### src/rtl/fetch_pkg.sv
// fetch_pkg: shared definitions for the instruction fetch queue.
//   - bit positions of the decoded instruction fields (fixed at the top
//     of the instruction word)
//   - default instruction width and halt opcode
//   - fetch state enumeration
package fetch_pkg;

  localparam int OPC_HI  = 24;
  localparam int OPC_LO  = 20;
  localparam int DST_HI  = 19;
  localparam int DST_LO  = 16;
  localparam int SRC1_HI = 15;
  localparam int SRC1_LO = 12;
  localparam int SRC2_HI = 11;
  localparam int SRC2_LO = 8;
  localparam int IMM_HI  = 7;
  localparam int IMM_LO  = 0;

  localparam int         INST_W_DEF  = 25;
  localparam logic [4:0] HALT_OP_DEF = 5'b11111;

  typedef enum logic {
    RUN    = 1'b0,
    HALTED = 1'b1
  } fetch_state_t;

endpackage

### src/rtl/fetch_fifo.sv
// fetch_fifo: DEPTH-entry synchronous FIFO used as the prefetch buffer.
// Ports:
//   clk, Reset  - clock, asynchronous active-high reset
//   push, wdata - write one entry
//   pop         - drop the head entry (ignored when empty)
//   flush       - discard all entries; overrides push and pop
//   rdata       - head entry (meaningful when count != 0)
//   count       - current occupancy, 0..DEPTH
// Pointers wrap modulo DEPTH, so DEPTH need not be a power of two.
module fetch_fifo #(
  parameter int DEPTH = 4,
  parameter int WIDTH = 33,
  localparam int CW = $clog2(DEPTH + 1)
) (
  input  logic             clk,
  input  logic             Reset,
  input  logic             push,
  input  logic             pop,
  input  logic             flush,
  input  logic [WIDTH-1:0] wdata,
  output logic [WIDTH-1:0] rdata,
  output logic [CW-1:0]    count
);

  localparam int PW = (DEPTH > 1) ? $clog2(DEPTH) : 1;

  logic [WIDTH-1:0] mem [DEPTH];
  logic [PW-1:0]    wr_ptr;
  logic [PW-1:0]    rd_ptr;
  logic             full;
  logic             empty;
  logic             do_push;
  logic             do_pop;

  function automatic logic [PW-1:0] next_ptr(input logic [PW-1:0] p);
    return (p == PW'(DEPTH - 1)) ? '0 : p + PW'(1);
  endfunction

  assign full    = (count == CW'(DEPTH));
  assign empty   = (count == '0);
  assign do_push = push && !flush;
  assign do_pop  = pop && !empty && !flush;
  assign rdata   = mem[rd_ptr];

  always_ff @(posedge clk or posedge Reset) begin
    if (Reset) begin
      wr_ptr <= '0;
      rd_ptr <= '0;
      count  <= '0;
    end else if (flush) begin
      wr_ptr <= '0;
      rd_ptr <= '0;
      count  <= '0;
    end else begin
      // The fetch credit rule keeps a free slot for every outstanding read.
      assert (!(push && full));
      if (do_push) wr_ptr <= next_ptr(wr_ptr);
      if (do_pop)  rd_ptr <= next_ptr(rd_ptr);
      case ({do_push, do_pop})
        2'b10:   count <= count + CW'(1);
        2'b01:   count <= count - CW'(1);
        default: count <= count;
      endcase
    end
  end

  // Storage has no reset; entries are only read once written.
  always_ff @(posedge clk) begin
    if (do_push) mem[wr_ptr] <= wdata;
  end

endmodule

### src/rtl/inst_fetch_queue.sv
// inst_fetch_queue: instruction fetch unit with prefetch buffer.
// Owns the PC, issues sequential reads to a 1-cycle-latency instruction
// memory and buffers the returned words (with their addresses) in a
// DEPTH-entry FIFO whose head is offered to decode.
// Ports:
//   clk, Reset                  - clock, asynchronous active-high reset
//   fetch_en                    - permit new memory requests
//   mem_req, mem_addr           - memory read request / address
//   mem_rdata                   - read data, one cycle after mem_req
//   redirect_valid, redirect_pc - branch redirect (flushes the queue)
//   out_valid, out_ready        - head instruction handshake
//   out_inst, out_pc            - head instruction word and its address
//   out_opcode .. out_imm       - fields split from out_inst
//   fifo_count                  - buffer occupancy
//   halted                      - fetching stopped by the halt opcode
module inst_fetch_queue
  import fetch_pkg::*;
#(
  parameter int                ADDR_W   = 8,
  parameter int                INST_W   = INST_W_DEF,
  parameter int                DEPTH    = 4,
  parameter logic [ADDR_W-1:0] RESET_PC = '0,
  parameter logic [4:0]        HALT_OP  = HALT_OP_DEF,
  localparam int CW = $clog2(DEPTH + 1)
) (
  input  logic              clk,
  input  logic              Reset,
  input  logic              fetch_en,
  output logic              mem_req,
  output logic [ADDR_W-1:0] mem_addr,
  input  logic [INST_W-1:0] mem_rdata,
  input  logic              redirect_valid,
  input  logic [ADDR_W-1:0] redirect_pc,
  output logic              out_valid,
  input  logic              out_ready,
  output logic [INST_W-1:0] out_inst,
  output logic [ADDR_W-1:0] out_pc,
  output logic [4:0]        out_opcode,
  output logic [3:0]        out_destin,
  output logic [3:0]        out_src1,
  output logic [3:0]        out_src2,
  output logic [7:0]        out_imm,
  output logic [CW-1:0]     fifo_count,
  output logic              halted
);

  localparam logic [CW:0] DEPTH_C = (CW + 1)'(DEPTH);

  fetch_state_t state;
  fetch_state_t state_next;
  logic [ADDR_W-1:0] pc;
  logic [ADDR_W-1:0] pc_next;
  logic [ADDR_W-1:0] resp_pc;
  logic              inflight;
  logic [CW:0]       occupancy;
  logic              issue;
  logic              accept;
  logic              resp_halt;
  logic              pop;
  logic [INST_W+ADDR_W-1:0] head;

  // Credit counts the outstanding read so a response always has a slot;
  // a pop in the same cycle is deliberately not credited.
  assign occupancy = {1'b0, fifo_count} + {{CW{1'b0}}, inflight};
  assign issue     = !Reset && (state == RUN) && fetch_en && !redirect_valid
                     && (occupancy < DEPTH_C);

  // After a halt is taken, the read issued alongside it returns while the
  // state is HALTED and is dropped. A response arriving in a redirect
  // cycle is dropped as well; no read is issued then, so nothing else of
  // the old stream can arrive later.
  assign accept    = inflight && (state == RUN) && !redirect_valid;
  assign resp_halt = accept && (mem_rdata[OPC_HI:OPC_LO] == HALT_OP);

  assign out_valid = (fifo_count != '0) && !redirect_valid;
  assign pop       = out_valid && out_ready;

  assign mem_req  = issue;
  assign mem_addr = pc;
  assign halted   = (state == HALTED);

  fetch_fifo #(
    .DEPTH (DEPTH),
    .WIDTH (INST_W + ADDR_W)
  ) u_fifo (
    .clk   (clk),
    .Reset (Reset),
    .push  (accept),
    .pop   (pop),
    .flush (redirect_valid),
    .wdata ({mem_rdata, resp_pc}),
    .rdata (head),
    .count (fifo_count)
  );

  assign out_inst   = head[INST_W+ADDR_W-1:ADDR_W];
  assign out_pc     = head[ADDR_W-1:0];
  assign out_opcode = out_inst[OPC_HI:OPC_LO];
  assign out_destin = out_inst[DST_HI:DST_LO];
  assign out_src1   = out_inst[SRC1_HI:SRC1_LO];
  assign out_src2   = out_inst[SRC2_HI:SRC2_LO];
  assign out_imm    = out_inst[IMM_HI:IMM_LO];

  // Redirect wins over everything; a halt rewinds the PC to just past the
  // halt instruction, undoing the increment of a read issued alongside it.
  always_comb begin
    state_next = state;
    pc_next    = pc;
    if (redirect_valid) begin
      state_next = RUN;
      pc_next    = redirect_pc;
    end else begin
      if (issue) pc_next = pc + ADDR_W'(1);
      if (resp_halt) begin
        state_next = HALTED;
        pc_next    = resp_pc + ADDR_W'(1);
      end
    end
  end

  always_ff @(posedge clk or posedge Reset) begin
    if (Reset) begin
      state    <= RUN;
      pc       <= RESET_PC;
      inflight <= 1'b0;
      resp_pc  <= '0;
    end else begin
      state    <= state_next;
      pc       <= pc_next;
      inflight <= issue;
      if (issue) resp_pc <= pc;
    end
  end

endmodule

### config.mk
export PLATFORM = sky130hd
export DESIGN_NAME = inst_fetch_queue
export DESIGN_NICKNAME = d
export VERILOG_FILES = /design/src/rtl/fetch_pkg.sv /design/src/rtl/fetch_fifo.sv /design/src/rtl/inst_fetch_queue.sv
export SDC_FILE = /design/constraint.sdc
export NUM_CORES = 1
export LEC_CHECK = 0
export CORE_AREA = 2 2 118 120
export CTS_CLUSTER_DIAMETER = 80
export CTS_CLUSTER_SIZE = 16
export DETAILED_ROUTE_END_ITERATION = 10
export DIE_AREA = 0 0 120 122
export GPL_ROUTABILITY_DRIVEN = 0
export PLACE_DENSITY = 0.74
export SYNTH_ARGS = -nofsm -noshare
export SYNTH_HDL_FRONTEND = slang
export SYNTH_SLANG_ARGS = --single-unit
### constraint.sdc
create_clock -name clk -period 5.6 [get_ports clk]
set_clock_uncertainty 0.05 [all_clocks]
set_input_delay 1.4 -clock clk [delete_from_list [all_inputs] [get_ports clk]]
set_output_delay 1.4 -clock clk [all_outputs]
set_load 0.005 [all_outputs]
==> flow_summary_export.csv <==
group,metric,value,unit
power,ir_drop,248.7,uV
global_routing,grt_util_all_layers,16.98,%
cts,cts_buffers,17,
setup_path,cp-start-kind,"primary input",
setup_path,r2r_cells,8,
synth,synth_edf_count,132,
synth,synth-seq-cells,157,
synth,synth.distinct_cells,39,
power,p_leak,2.764,nW
outcome,status,"complete, no violations",
setup_path,r2r-end,"mem_addr[2]",
synth,synth_seq_area_share,70.59,%
cts,post_cts_buffers,0,
cts,postCtsHoldBufs,0,
global_routing,use_met2,27.77,%
placed_design,placed_cells,613,
power,internal-power,2.227,mW
finish,drive_gt1_share,18.97,%
setup_path,required,4.15,ns
setup_path,timing.rr.start,"inflight",
detailed_routing,dr.pass1.iters,4,
cts,cts_max_level,4,
synth,synth_compound_area_share,3.368,%
detailed_routing,wl_per_cell,18.18,um
timing,clock.fmax,0.2159,GHz
cts,cts_resized,0,
floorplanning,ioPinCount,110,
floorplanning,die_h,122,um
synth,postSynthNetCount,406,
power,p_per_area,340.5,nW/um^2
floorplanning,rows,43,
finish,fillers,940,
synth,synth_area_leaders,"edfxtp_1 (61%), mux4_2 (11%), dfrtp_1 (9.6%)",
power,p_sw_share,20.56,%
detailed_routing,wl,11.71,mm
finish,instances_no_fill,644,
synth,syn-cell-area,6501,um^2
setup_path,end_kind,"primary output",
floorplanning,dieArea,14640,um^2
cts,cts.clk_slew.worst_paths,0.06,ns
setup_path,ff2ff_setup_slack,2.77,ns
cts,numClockSinks,157,
setup_path,critPathMaxFanout,2,
synth,yosys.area_share.simple,4.965,%
floorplanning,die_w,120,um
synth,yosysWarnings,0,
run,maxCapViolCount,0,
detailed_routing,drc,0,
floorplanning,core-area,13500,um^2
synth,async_reset_ff_share,15.92,%
timing,slew_viol_final,0,
setup_path,arrival,3.18,ns
placed_design,place_ws,0.9542,ns
synth,yosysTopAreaCellShare,60.97,%
timing,slew_headroom,33.70,%
floorplanning,initial_utilization,48.14,%
worst_hold_path,hold_end,"mem_addr[1]",
synth,synth_fa_ha_area_share,1.463,%
global_routing,grt_use_met1,22.51,%
detailed_routing,vias_per_cell,5.374,
synth,postSynthAreaPerCell,18.01,um^2
global_routing,grt_pass1_wl,18.31,mm
worst_hold_path,hold_depth,2,
timing,layout_min_cycle_time,4.632,ns
timing,tightest_slew,0.9925,ns
global_routing,grtUsageMet3,4.588,%
global_routing,overflow,0,
cts,cts_root_buf,"clkbuf_16",
global_routing,grt_max_degree,36,
global_routing,grt_antenna_before_repair,0,
timing,hold_violations,0,
synth,synth_top_family_by_area,"multiplexers",
synth,synth.area.mux_share,13.45,%
synth,synth_xor_xnor_area_share,1.751,%
timing,finalSetupViolCount,0,
cts,cts_max_path_buffers,2,
setup_path,critPathKind,"primary input to primary output",
finish,area_delta_synth_final,26.64,%
detailed_routing,antenna_left,0,
finish,antenna_cells,0,
global_routing,grt_pass1_vias,3429,
power,p_seq_share,49.2,%
synth,synth_commonest_cells,"edfxtp_1 (132), mux4_2 (33), buf_4 (25), dfrtp_1 (25)",
finish,nets,497,
detailed_routing,drt_iter0_markers,222,
timing,tns,0,ns
cts,cts_tree,"done",
global_routing,grt_busiest_layer,"met2",
synth,yosysTopAreaCell,"edfxtp_1",
worst_hold_path,hold_start,"mem_addr[1]",
detailed_routing,vias,3461,
placed_design,numPortBuffers,109,
power,power.share.clock,44.0,%
synth,synth_flop_cell,"edfxtp_1",
timing,grt_setup_unrepaired,"false",
placed_design,place_hpwl,7.152,mm
timing,fin_crit_sh,82.72,%
synth,netlist_instances,361,
timing,layout_setup_ws,0.9676,ns
power,switching_power,576.5,uW
worst_hold_path,hold_class,"flip-flop to flip-flop",
synth,yosys.cell_count.top_type,"edfxtp_1",
cts,insertion_delay,0.42,ns
power,combPwrFrac,6.9,%
-- routing by layer --
metal / share of wire, % / wire length, um
met1: 45 / 5318
met2: 49 / 5696
met3: 4.8 / 562
met4: 1.1 / 128
met5: 0 / 0
-- cell usage in the layout, fill, tap and decap left out, types with 2 or more instances in the layout --
master           count
and4_1               2
nand2_1             11
a22oi_1              5
edfxtp_1           132
xor2_1               6
a21oi_1              5
clkinvlp_4           3
and3_2               4
mux2i_1              3
nor3_1               6
ha_1                 6
mux4_2              33
bufinv_16            5
nor2b_1              2
inv_6                3
dfrtp_2              2
clkbuf_16           17
nand4_1              5
clkdlybuf4s50_1    109
buf_4                3
mux2_2               9
or3_1                2
nand3_1              8
dfrtp_1             23
inv_1                8
nor2_1              13
xnor2_1              7
o21ai_0             13
and3_1               3
-- critical path, stage by stage --
cell	delay, ns
clkdlybuf4s50_1	0.42
or4b_4	0.55
a311oi_4	0.25
clkdlybuf4s50_1	0.56
-- logic make-up after synthesis --
group	count (synthesis)
AO/OA/AOI/OAI	31
XOR/XNOR	13
adder cells (fa/ha/maj)	7
buffers and inverters	48
flip-flops	157
multiplexers	45
AND/OR/NAND/NOR	60
-- through the flow --
stage | util (%) | hold WS (ns) | instance area, um^2 | power [mW]
2_1_floorplan | - | 0.4607 | 6501 | 1.483
5_1_grt | 60.97 | 0.5595 | 8233 | 2.894
6_report | 60.97 | 0.5255 | 8233 | 2.803
3_3_place_gp | 56.21 | 0.4955 | 7591 | 1.585
4_1_cts | 60.97 | 0.5245 | 8233 | 2.822
3_5_place_dp | 56.21 | 0.5093 | 7591 | 1.595
-- final cells by class --
class	count	area (um^2)	share of cell area (%)
Clock buffer	18	429.2	5.213
Clock inverter	13	212.7	2.584
Inverter	8	30.03	0.3647
Multi-Input combinational cell	156	1630	19.80
Sequential cell	157	4592	55.78
Tap cell	180	225.2	2.736
Timing Repair Buffer	112	1114	13.53
-- power by group through the flow --
| stage | sequential, mW | combinational, mW | clock [mW] |
|---|---|---|---|
| floorplan | 1.38 | 0.106 | 0 |
| global placement | 1.40 | 0.189 | 0 |
| detailed placement | 1.40 | 0.193 | 0 |
| CTS | 1.38 | 0.195 | 1.25 |
| global route | 1.39 | 0.211 | 1.30 |
| finish | 1.38 | 0.192 | 1.23 |
-- how the worst max path moves through the flow --
stage / startpoint / endpoint / slack (ns) / cells past startpoint
4_1_cts: redirect_valid / mem_req / 0.94 / 4
5_1_grt: redirect_valid / mem_req / 0.88 / 4
2_1_floorplan: redirect_valid / mem_req / 1.71 / 3
3_3_place_gp: redirect_valid / mem_req / 0.95 / 4
6_report: redirect_valid / mem_req / 0.97 / 4
3_5_place_dp: redirect_valid / mem_req / 0.95 / 4
-- sequential cells by signal, summed over array words and instances, names as in the netlist --
| register | count |
|---|---|
| u_fifo.mem | 132 |
| resp_pc | 8 |
| halted | 1 |
| inflight | 1 |
| u_fifo.wr_ptr | 2 |
| u_fifo.count | 3 |
| u_fifo.rd_ptr | 2 |
| mem_addr | 8 |
Power figures use the tool's default switching activity.
